File: src/rtl/reg_cmd_master.sv
// Register-access byte protocol initiator: serialises one read/write request into
// the 8-byte command frame and assembles the 4-byte little-endian reply word.
module reg_cmd_master #(
  parameter int TIMEOUT = 1000
) (
  input  logic        clk_i,
  input  logic        reset_i,
  input  logic        req_i,
  input  logic        req_wr_i,
  input  logic [15:0] req_addr_i,
  input  logic [31:0] req_data_i,
  output logic        busy_o,
  output logic        done_o,
  output logic        err_o,
  output logic [31:0] rd_data_o,
  output logic [7:0]  out_data_o,
  output logic        out_valid_o,
  input  logic        out_rdy_i,
  input  logic        in_rdy_i,
  input  logic [7:0]  in_data_i
);

  typedef enum logic [1:0] {IDLE, SEND, RECV} state_t;

  localparam bit          TMO_EN   = (TIMEOUT != 0);
  localparam logic [15:0] TMO_LAST = 16'(TIMEOUT - 1);

  state_t      state_q, state_d;
  logic [2:0]  idx_q, idx_d;
  logic        wr_q, wr_d;
  logic [15:0] addr_q, addr_d;
  logic [31:0] data_q, data_d;
  logic [31:0] shadow_q, shadow_d;
  logic [31:0] rd_data_q, rd_data_d;
  logic [15:0] tmo_q, tmo_d;
  logic        busy_q, busy_d;
  logic        done_q, done_d;
  logic        err_q, err_d;
  logic        out_valid_q, out_valid_d;
  logic [7:0]  out_data_q, out_data_d;

  function automatic logic [7:0] cmd_byte(input logic [2:0] i, input logic wr,
                                          input logic [15:0] a, input logic [31:0] d);
    case (i)
      3'd0:    cmd_byte = 8'hAA;
      3'd1:    cmd_byte = {7'b0, wr};
      3'd2:    cmd_byte = a[7:0];
      3'd3:    cmd_byte = a[15:8];
      3'd4:    cmd_byte = d[7:0];
      3'd5:    cmd_byte = d[15:8];
      3'd6:    cmd_byte = d[23:16];
      default: cmd_byte = d[31:24];
    endcase
  endfunction

  always_comb begin
    state_d     = state_q;
    idx_d       = idx_q;
    wr_d        = wr_q;
    addr_d      = addr_q;
    data_d      = data_q;
    shadow_d    = shadow_q;
    rd_data_d   = rd_data_q;
    tmo_d       = tmo_q;
    busy_d      = busy_q;
    done_d      = 1'b0;
    err_d       = 1'b0;
    out_valid_d = out_valid_q;
    out_data_d  = out_data_q;

    case (state_q)
      IDLE: begin
        if (req_i) begin
          wr_d        = req_wr_i;
          addr_d      = req_addr_i;
          data_d      = req_data_i;
          idx_d       = 3'd0;
          busy_d      = 1'b1;
          out_valid_d = 1'b1;
          out_data_d  = 8'hAA;
          state_d     = SEND;
        end
      end
      SEND: begin
        if (out_rdy_i) begin
          if (idx_q == 3'd7) begin
            idx_d       = 3'd0;
            tmo_d       = 16'd0;
            out_valid_d = 1'b0;
            out_data_d  = 8'h00;
            state_d     = RECV;
          end else begin
            idx_d      = idx_q + 3'd1;
            out_data_d = cmd_byte(idx_q + 3'd1, wr_q, addr_q, data_q);
          end
        end
      end
      RECV: begin
        // idx 4 means all reply bytes are in the shadow; publish the whole word at once
        if (idx_q == 3'd4) begin
          rd_data_d = shadow_q;
          done_d    = 1'b1;
          busy_d    = 1'b0;
          idx_d     = 3'd0;
          tmo_d     = 16'd0;
          state_d   = IDLE;
        end else if (in_rdy_i) begin
          // Shift in from the top so the first byte ends up in bits [7:0]
          shadow_d = {in_data_i, shadow_q[31:8]};
          idx_d    = idx_q + 3'd1;
          tmo_d    = 16'd0;
        end else if (TMO_EN && (tmo_q == TMO_LAST)) begin
          err_d   = 1'b1;
          busy_d  = 1'b0;
          idx_d   = 3'd0;
          tmo_d   = 16'd0;
          state_d = IDLE;
        end else begin
          tmo_d = tmo_q + 16'd1;
        end
      end
      default: begin
        state_d = IDLE;
      end
    endcase
  end

  always_ff @(posedge clk_i or posedge reset_i) begin
    if (reset_i) begin
      state_q     <= IDLE;
      idx_q       <= 3'd0;
      wr_q        <= 1'b0;
      addr_q      <= 16'h0;
      data_q      <= 32'h0;
      shadow_q    <= 32'h0;
      rd_data_q   <= 32'h0;
      tmo_q       <= 16'd0;
      busy_q      <= 1'b0;
      done_q      <= 1'b0;
      err_q       <= 1'b0;
      out_valid_q <= 1'b0;
      out_data_q  <= 8'h00;
    end else begin
      state_q     <= state_d;
      idx_q       <= idx_d;
      wr_q        <= wr_d;
      addr_q      <= addr_d;
      data_q      <= data_d;
      shadow_q    <= shadow_d;
      rd_data_q   <= rd_data_d;
      tmo_q       <= tmo_d;
      busy_q      <= busy_d;
      done_q      <= done_d;
      err_q       <= err_d;
      out_valid_q <= out_valid_d;
      out_data_q  <= out_data_d;
    end
  end

  assign busy_o      = busy_q;
  assign done_o      = done_q;
  assign err_o       = err_q;
  assign rd_data_o   = rd_data_q;
  assign out_valid_o = out_valid_q;
  assign out_data_o  = out_data_q;

endmodule

File: config.mk
export PLATFORM = sky130hd
export DESIGN_NAME = reg_cmd_master
export DESIGN_NICKNAME = d
export VERILOG_FILES = /design/src/rtl/reg_cmd_master.sv
export SDC_FILE = /design/constraint.sdc
export NUM_CORES = 1
export LEC_CHECK = 0
export CAP_MARGIN = 40
export CORE_MARGIN = 1.5
export CORE_UTILIZATION = 48
export DETAILED_ROUTE_END_ITERATION = 12
export MAX_ROUTING_LAYER = met4
export PLACE_DENSITY_LB_ADDON = 0.12
export SLEW_MARGIN = 30
export SYNTH_ARGS = -nofsm -noshare
export SYNTH_HDL_FRONTEND = slang
export SYNTH_SLANG_ARGS = --single-unit
export TNS_END_PERCENT = 5
File: constraint.sdc
create_clock -name clk_i -period 7.4 [get_ports clk_i]
set_input_delay 1.85 -clock clk_i [delete_from_list [all_inputs] [get_ports clk_i]]
set_output_delay 1.85 -clock clk_i [all_outputs]
set_load 0.01 [all_outputs]
Yosys cells after proc, flatten, opt, wreduce, memory -nomap -nowiden
Index checks and enable logic that the tools add are counted.
{ "word_totals": {"reg_bits": 146, "inputBits": 62, "out_inout_bits": 44, "wordCells": 87} }
{ "classes": {"n_addsub": 2, "n_eq_ne": 17, "mux": 39, "n_bitwise": 1, "reduce_logical": 15} }
{ "ops": {"columns": ["op", "count"], "rows": [
  ["$mux W16", 5],
  ["$pmux W8 S7", 1],
  ["$pmux W16 S2", 1],
  ["$mux W8", 3],
  ["$mux W3", 6],
  ["$add A16 B1 Y16 const B", 1],
  ["$eq A16 B10 Y1 const B", 1],
  ["$pmux W8 S2", 1],
  ["$eq A3 B3 Y1 const B", 5],
  ["$mux W1", 12],
  ["$mux W2", 6],
  ["$reduce_and A4 Y1", 3],
  ["$pmux W3 S3", 1],
  ["$reduce_and A3 Y1", 3],
  ["$eq A3 B2 Y1 const B", 2],
  ["$ne A2 B2 Y1 const B", 3],
  ["$ne A3 B3 Y1 const B", 2],
  ["$pmux W2 S3", 1],
  ["$reduce_bool A2 Y1", 3],
  ["$reduce_and A5 Y1", 1],
  ["$ne A4 B4 Y1 const B", 1],
  ["$pmux W1 S2", 2],
  ["$reduce_and A2 Y1", 2],
  ["$add A3 B1 Y3 const B", 1],
  ["7 further kinds", 7]
]} }

Depth between registers and ports, before layout
Gate-level depths: netlist of the first run.
{ "logic_depth": {"depth_word": 6, "mapped_depth": 8, "ltp_nobuf": 6} }

Worst setup path before layout of the first run
OpenSTA, ideal clock, no wires.
{ "synth_timing": {"path_type": "in2reg", "start": "input port req_i", "end": "register out_data_q[7] (netlist: out_data_o[7])", "setup_time_ps": 94, "arrival_ps": 2812, "path_slack_ps": 4495, "stages": 6, "n_path_buf": 2, "cell_sequence": "nor2b_1 buf_2 or3_1 buf_2 nor2b_1 a221oi_2"} }
{ "synth_between": {"elab_chain_cells": 2} }
{ "synth_lines": {"columns": ["element", "line_no", "text"], "rows": [
  ["from (decl)", "8", "input logic req_i,"],
  ["$ne A2 B2 Y1 (no source line)", null, null],
  ["$reduce_and A3 Y1 (no source line)", null, null],
  ["to (signal assigned)", "156", "out_data_q <= out_data_d;"],
  ["to (decl)", "40", "logic [7:0] out_data_q, out_data_d;"]
]} }
No other way between the ends.
A chain may end at the register's enable or synchronous reset.

Worst setup path in the final report of the first run
{ "layout_timing": {"start": "input port req_i", "end": "register idx_q[0]"} }
{ "layout_between": {"elab_chain_cells": 2} }
{ "layout_lines": {"columns": ["element", "line_no", "text"], "rows": [
  ["$ne A2 B2 Y1 (no source line)", null, null],
  ["$reduce_and A4 Y1 (no source line)", null, null],
  ["to (signal assigned)", "145", "idx_q <= idx_d;"],
  ["to (decl)", "29", "logic [2:0] idx_q, idx_d;"]
]} }
No other way between the ends.

==> results.cfg, run 1 <==
[outcome]
status = complete, no violations

[clocking]
worstSkewPairLatency_ns = 0.42
cts_hold_buf = 0
post_cts_resized = 0
htreeDepth = 4
cts_setup_buffers = 0
clkSinkCount = 146
cts_tree = yes
path_clk_slew_ns = 0.06
cts_buffers = 17
clockRootBuffer = clkbuf_16
clockBufferDepth = 2

[setup_path]
path_cells = clkdlybuf4s50_1 > nor2b_1 > nor3_1 > o21ai_1 > mux2_2
crit_path_max_fanout = 10
start_kind = input pin
max_stage_delay_ns = 0.51
critPathArrivalTime_ns = 3.58
critPathSlowestCell = nor2b_1
crit_path_end_kind = flip-flop
critPathKind = input pin to flip-flop
cp.required_ns = 7.70

[synth]
yosys_warnings = 0
syn_inst = 502
synth_enable_flop_cells = 0
synth_top_area_cell = dfrtp_1
synthTopCellsByArea = dfrtp_1 (56%), mux2_2 (21%), ha_1 (2.3%)
synth_fp_nets = 576
syn-mean-instance-area_um2 = 13.01
postSynth.asyncResetShare_pct = 100.0
ys_seq_elements = 146
ys_types = 53
synthFlopType = dfrtp_1
synth.top_cell.area_share_pct = 55.95
synth-seq-area-share_pct = 55.95
syn_area_um2 = 6530

[power]
p_per_area_nw_per_um2 = 296.7
power_switching_mw = 0.7280
p_leak_nw = 3.666
p_seq_share_pct = 43.0
internal_power_mw = 1.760
clock_power_share_pct = 33.2
ir_drop_mv = 0.1628
p_sw_share_pct = 29.26
combPwrFrac_pct = 23.8

[timing]
clock_skew_ns = 0.006964
finalSetupViolCount = 0
timing.slew.headroom_pct = 47.53
hold_violations = 0
tns_ns = 0
maxSlewViolCount = 0
layout_worst_path_cycle_share_pct = 44.35
fin_crit_ns = 3.282
rsz0062_at_grt = false
max_freq_ghz = 0.3047
worst_pin_slew_ns = 0.7871

[die]
fp.dieW_um = 119.6
initial_core_util_pct = 49.31
die_area_um2 = 14310
rows = 42
num_io_pins = 106
core_area_um2 = 13240
die_h_um = 119.6

[global_routing]
grt_max_degree = 85
antenna_found_initial = 0
grt_pass1_vias = 4504
grt.total_usage_pct = 21.34
grt_overflow = 0
grt_pass1_wl_mm = 22.98

[cells_and_area]
num-fill-cells = 1050
fin_util_pct = 63.33
diodes = 0
final_nets = 682
fin_area_um2 = 8387
syn2layout_area_growth_pct = 28.43
drive_gt1_share_pct = 28.34

[placement]
hpwl_mm = 9.542
gp_congestion = 0.8620
placed_cell_area_um2 = 7756
io_buffers = 105

[job]
maxCapViolCount = 0

[route]
avgViaCountPerCell = 5.558
drtAntennaViolNets = 0
dr.pass1.iters = 6
drt-total-wl_mm = 14.10
remaining_drc_errors = 0
first_iter_violations = 389
num_vias = 4430
drt-wirelength-per-cell_um = 17.69

[worst_hold_path]
hold_class = flip-flop to flip-flop
per-stage QoR:
stage / worst slack [ns] / hold WS (ns) / power, mW / instances
final: 4.118 / 0.4925 / 2.488 / 797
after global placement: 3.670 / 0.4619 / 1.648 / 762
after global routing: 4.050 / 0.5138 / 2.620 / 797
after CTS: 4.075 / 0.4875 / 2.501 / 795
after detailed placement: 3.623 / 0.4736 / 1.672 / 763
after floorplan: 1.627 / 0.4737 / 1.484 / 502
metal layers:
metal  part of all wire (%)  up-vias  GRT usage [%]
met4                    1.6        0          7.589
li1                       -     2049              -
met2                     48      129          31.79
met1                     47     2235          29.04
met5                      0        -              -
met3                    4.2       17          4.705
layout by cell type, fill, tap and decap left out, types with 7 or more instances in the layout:
master and n:
clkbuf_16 17, clkdlybuf4s50_1 105, mux2_2 122, a21oi_1 8
nor2_1 17, dfrtp_1 146, nor3_1 7, o31ai_1 9
ha_1 12, o21ai_0 21, inv_1 11, nand2_1 22
worst max-delay path: cells and delay by family:
kind	cells	cell delay [ns]
and+or+nand+nor	2	0.62
AOI/OAI and AO/OA	1	0.25
muxes	1	0.38
buffers and inverters	1	0.48
cells by family after synthesis:
family          Yosys count  synth area share, %
flops                   146                55.95
buf+inv                  35                2.299
compound gates           74                8.201
fa+ha+maj                12                2.299
simple gates            106                9.178
mux                     127                21.81
xor+xnor                  2               0.2683
registers in the layout (all words and copies together), names as in the netlist:
register	cells
tmo_q	16
state_q	2
busy_o	1
wr_q	1
idx_q	3
out_data_o	8
done_o	1
addr_q	16
rd_data_o	32
err_o	1
shadow_q	32
data_q	32
out_valid_o	1
final timing paths:
check,from,endpoint,slack (ns),cells past startpoint
max,req_i,idx_q[0],4.12,5
min,out_data_o[4],out_data_o[4],0.49,2
max reg2reg,idx_q[0],out_data_o[4],4.79,6
min reg2reg,out_data_o[4],out_data_o[4],0.49,2
max in group asynchronous,reset_i,rd_data_o[14],4.58,5
min in group asynchronous,reset_i,rd_data_o[1],1.71,2
layout make-up:
class                      instances  area, µm²  area share [%]
multi-input combinational        321       2745           32.73
sequential                       146       3654           43.56
tap                              176      220.2           2.626
clock inverter                    13      126.4           1.507
clock buffer                      19      442.9           5.281
timing repair buffer             110       1149           13.70
inverter                          12      50.05          0.5967
power by group through the flow:
| stage | sequential (mW) | combinational, mW | clock, mW |
|---|---|---|---|
| floorplan | 1.06 | 0.425 | 0 |
| global placement | 1.07 | 0.574 | 0 |
| CTS | 1.07 | 0.591 | 0.840 |
| detailed placement | 1.08 | 0.589 | 0 |
| global route | 1.09 | 0.647 | 0.880 |
| finish | 1.07 | 0.593 | 0.826 |
Yosys cell counts (all sizes together), types with 7 or more instances:
library cell  number
inv               12
ha                12
dfrtp            146
nand2             23
nor2              17
a211oi             7
buf               17
o21ai             22
o31ai              9
mux2             122
a21oi              8
nand3              8
nor3               7
(Power assumes the default switching activity.)
==> run 2, diff against run 1 <==
Clock period 7.4 ns to 3.2 ns, I/O delays scaled along.
==> run 2 against run 1 <==
  * Die area is the same
  * Register-to-register slack worse by 4.1 ns
  * Final area rose by 0.34%
  * Global-route usage grew 0.59 points
==> results.cfg, run 2 (synthesis results as in run 1) <==
[outcome]
status = complete, no violations

[clocking]
post_cts_resized = 0
clockBufferDepth = 2
cts_hold_buf = 0
cts_setup_buffers = 0
htreeDepth = 4
path_clk_slew_ns = 0.06
clkSinkCount = 146
clockRootBuffer = clkbuf_16
cts_tree = yes
worstSkewPairLatency_ns = 0.43
cts_buffers = 17

[setup_path]
critPathKind = flip-flop to flip-flop
cp.required_ns = 3.53
max_stage_delay_ns = 0.77
critPathBufInv = 0
crit_path_end_kind = flip-flop
cp_common_cell = ha_1
crit_path_max_fanout = 21
cp_top_family = adder cells
critPathSlowestCell = ha_1
critPathArrivalTime_ns = 2.86
start_kind = flip-flop
path_cells = ha_1 > ha_1 > nor2b_1 > nor3_1 > a211oi_1 > o31ai_1

[die]
core_area_um2 = 13240
num_io_pins = 106
die_area_um2 = 14310
initial_core_util_pct = 49.31
die_h_um = 119.6
rows = 42
fp.dieW_um = 119.6

[job]
maxCapViolCount = 0

[timing]
finalSetupViolCount = 0
fin_crit_ns = 2.536
clock_skew_ns = 0.009095
timing.slew.headroom_pct = 48.29
max_freq_ghz = 0.3944
maxSlewViolCount = 0
hold_violations = 0
tns_ns = 0
layout_worst_path_cycle_share_pct = 79.24
worst_pin_slew_ns = 0.7757
rsz0062_at_grt = false

[route]
dr.pass1.iters = 5
drt-wirelength-per-cell_um = 17.61
avgViaCountPerCell = 5.546
drt-total-wl_mm = 14.04
first_iter_violations = 351
num_vias = 4420
remaining_drc_errors = 0
drtAntennaViolNets = 0

[worst_hold_path]
hold_class = flip-flop to flip-flop

[cells_and_area]
final_nets = 682
num-fill-cells = 1073
drive_gt1_share_pct = 28.18
diodes = 0
final_common_cell = dfrtp_1
stdcell_count = 797
final_cell_mix = dfrtp_1 (146), mux2_2 (122), clkdlybuf4s50_1 (105)
syn2layout_area_growth_pct = 28.88

[power]
ir_drop_mv = 0.3916
p_leak_nw = 3.678
p_per_area_nw_per_um2 = 708.4

[placement]
place_inst = 765
gp_congestion = 0.8504
hpwl_mm = 9.428
io_buffers = 105

[global_routing]
grt_max_degree = 147
grt_pass1_wl_mm = 23.55
grt_overflow = 0
grt_pass1_vias = 4523
antenna_found_initial = 0
grt.total_usage_pct = 21.93
run 2: cell count changes in the layout (fill, tap and decap cells not counted), sizes merged:
cell	before	now
clkbuf	19	20
clkinv	4	1
bufinv	1	3
run 2: worst min-delay path, cell delays in order, from the launching register on:
cell and delay [ns]:
dfrtp_1 0.34, nand2_1 0.05, o31ai_1 0.06
run 2: routing by layer:
layer	vias up	part of all wire (%)	global-route usage [%]
li1	2055	-	-
met5	-	0	-
met3	15	5.6	5.751
met1	2212	45	29.65
met2	138	48	32.69
met4	0	1.1	6.771
run 2: per-stage QoR:
stage	power (mW)	hold WS, ns	setup slack [ns]	util, %	instance area, µm²
after floorplan	3.433	0.4737	0.5670	-	6534
after CTS	6.009	0.4871	0.6663	63.55	8416
after detailed placement	3.887	0.4755	0.5727	58.82	7790
after global routing	6.271	0.5149	0.4094	63.55	8416
final	5.962	0.4835	0.6643	63.55	8416
after global placement	3.833	0.4618	0.5988	58.62	7762
run 2: worst paths after layout:
check,cells past startpoint,slack (ns),to,from
worst max register to register,6,0.66,out_data_o[0],idx_q[0]
max in group asynchronous,3,1.68,tmo_q[5],reset_i
worst min-delay path,2,0.48,out_data_o[2],out_data_o[2]
worst min register to register,2,0.48,out_data_o[2],out_data_o[2]
worst max-delay path,6,0.66,out_data_o[0],idx_q[0]
min in group asynchronous,3,0.94,addr_q[1],reset_i
run 2: power breakdown:
part	leakage (nW)	switching, mW	total, mW	internal (mW)
Sequential	1.88	0.234	2.48	2.25
Combinational	1.49	0.655	1.38	0.726
Clock	0.301	0.812	2.10	1.29
Total	3.68	1.70	5.96	4.26
run 2: cell type report:
| class | count | area (µm²) | area share [%] |
|---|---|---|---|
| clock buffer | 20 | 456.7 | 5.427 |
| clock inverter | 12 | 168.9 | 2.007 |
| inverter | 12 | 48.80 | 0.5798 |
| multi-input combinational | 321 | 2734 | 32.49 |
| sequential | 146 | 3654 | 43.41 |
| tap | 176 | 220.2 | 2.617 |
| timing repair buffer | 110 | 1134 | 13.47 |
==> run 3, diff against run 2 <==
Clock period 3.2 ns to 2.6 ns, I/O delays scaled along.
==> run 3 against run 2 <==
  * Worst setup slack got worse by 0.37 ns
  * Die area did not move
  * Clock-buffer cell count did not move
  * Critical path depth fell by 1
  * Utilization rose by 0.79 points
  * Via count rose by 1.2%
  * Non-clock buffer count rose by 10
  * Clock power rose by 22%
  * Critical path type unchanged
  * Critical endpoint unchanged
  * Largest power group unchanged
==> results.cfg, run 3 (synthesis results as in run 1) <==
[outcome]
status = complete, no violations

[cells_and_area]
final_common_cell = dfrtp_1
final_nets = 692
diodes = 0
fin_util_pct = 64.34
num-fill-cells = 1017
syn2layout_area_growth_pct = 30.48
drive_gt1_share_pct = 29.32
stdcell_count = 807
final_cell_mix = dfrtp_1 (146), mux2_2 (122), clkdlybuf4s50_1 (105)

[timing]
finalSetupViolCount = 0
hold_violations = 0
layout_worst_path_cycle_share_pct = 88.80
worst_pin_slew_ns = 0.5616
maxSlewViolCount = 0
fin_crit_ns = 2.309
clock_skew_ns = 0.007991
rsz0062_at_grt = false
tns_ns = 0
max_freq_ghz = 0.4331
holdWs_ns = 0.5009
timing.slew.headroom_pct = 62.27

[clocking]
worstSkewPairLatency_ns = 0.42
htreeDepth = 4
clockRootBuffer = clkbuf_16
cts_buffers = 17
cts_setup_buffers = 0
clockBufferDepth = 2
path_clk_slew_ns = 0.06
post_cts_resized = 0
clkSinkCount = 146
cts_tree = yes
cts_hold_buf = 0

[job]
maxCapViolCount = 0

[placement]
io_buffers = 105
hpwl_mm = 10.31
gp_congestion = 0.8824
place_inst = 775

[route]
first_iter_violations = 294
drt-total-wl_mm = 14.45
drtAntennaViolNets = 0
dr.pass1.iters = 5
num_vias = 4471
avgViaCountPerCell = 5.540
drt-wirelength-per-cell_um = 17.91
remaining_drc_errors = 0

[setup_path]
critPathArrivalTime_ns = 2.59
crit_path_end_kind = flip-flop
critPathKind = flip-flop to flip-flop
start_kind = flip-flop
cp.required_ns = 2.89
critPathLaunch = idx_q[1]
crit_path_max_fanout = 17
reg2reg_from = idx_q[1]

[die]
rows = 42
core_area_um2 = 13240
initial_core_util_pct = 49.31
die_h_um = 119.6
fp.dieW_um = 119.6
die_area_um2 = 14310
num_io_pins = 106

[worst_hold_path]
worstHoldStart = rd_data_o[5]
hold_class = flip-flop to flip-flop

[global_routing]
grt_max_degree = 51
grt.total_usage_pct = 22.24
grt_pass1_vias = 4598
grt_overflow = 0
antenna_found_initial = 0
grt_pass1_wl_mm = 24.18

[power]
p_leak_nw = 3.737
p_per_area_nw_per_um2 = 872.9
ir_drop_mv = 0.4930
## run 3: cell types whose count changed in the layout (fill, tap and decap cells not counted)
cell,previous run,this run
buf_4,2,9
buf_12,2,6
buf_16,1,0
## run 3: worst paths after layout
path	endpoint	slack, ns	cells after the start
min in group asynchronous	addr_q[1]	0.56	2
hold reg to reg	rd_data_o[5]	0.50	1
max in group asynchronous	state_q[0]	1.47	3
setup reg to reg	out_data_o[0]	0.29	5
setup / recovery	out_data_o[0]	0.29	5
hold / removal	rd_data_o[5]	0.50	1
## run 3: worst max-delay path, cell delays in order, from the launching register on
cell      delay (ns)
dfrtp_1         0.42
ha_1            0.20
ha_1            0.62
mux2_2          0.41
a211oi_1        0.39
o31ai_1         0.14
## run 3: per-stage QoR
stage / total power [mW] / instance area, µm² / worst slack, ns
floorplan: 4.225 / 6534 / 0.1170
global placement: 4.815 / 7895 / 0.2673
detailed placement: 4.870 / 7895 / 0.1985
CTS: 7.475 / 8521 / 0.3078
global route: 7.809 / 8521 / 0.1833
finish: 7.437 / 8521 / 0.2912
## run 3: layout make-up
type	count	area, µm²	share of cell area (%)
flip-flops and latches	146	3654	42.88
clock buffers	20	456.7	5.360
inverters	12	48.80	0.5727
well taps	176	220.2	2.584
multi-input cells	321	2734	32.09
clock inverters	12	168.9	1.982
repair buffers	120	1239	14.54
## run 3: metal layers
layer / up-vias / routed length [µm] / global-route usage [%]
met5: - / 0 / -
met4: 0 / 209 / 6.548
met3: 18 / 742 / 6.559
met2: 120 / 6568 / 31.97
met1: 2250 / 6930 / 30.76
li1: 2083 / - / -
## run 3: report_power, final
group	leakage [nW]	switching, mW	total (mW)	internal, mW
clock network	0.301	0.986	2.57	1.58
logic	1.55	0.799	1.73	0.936
registers	1.88	0.364	3.13	2.77
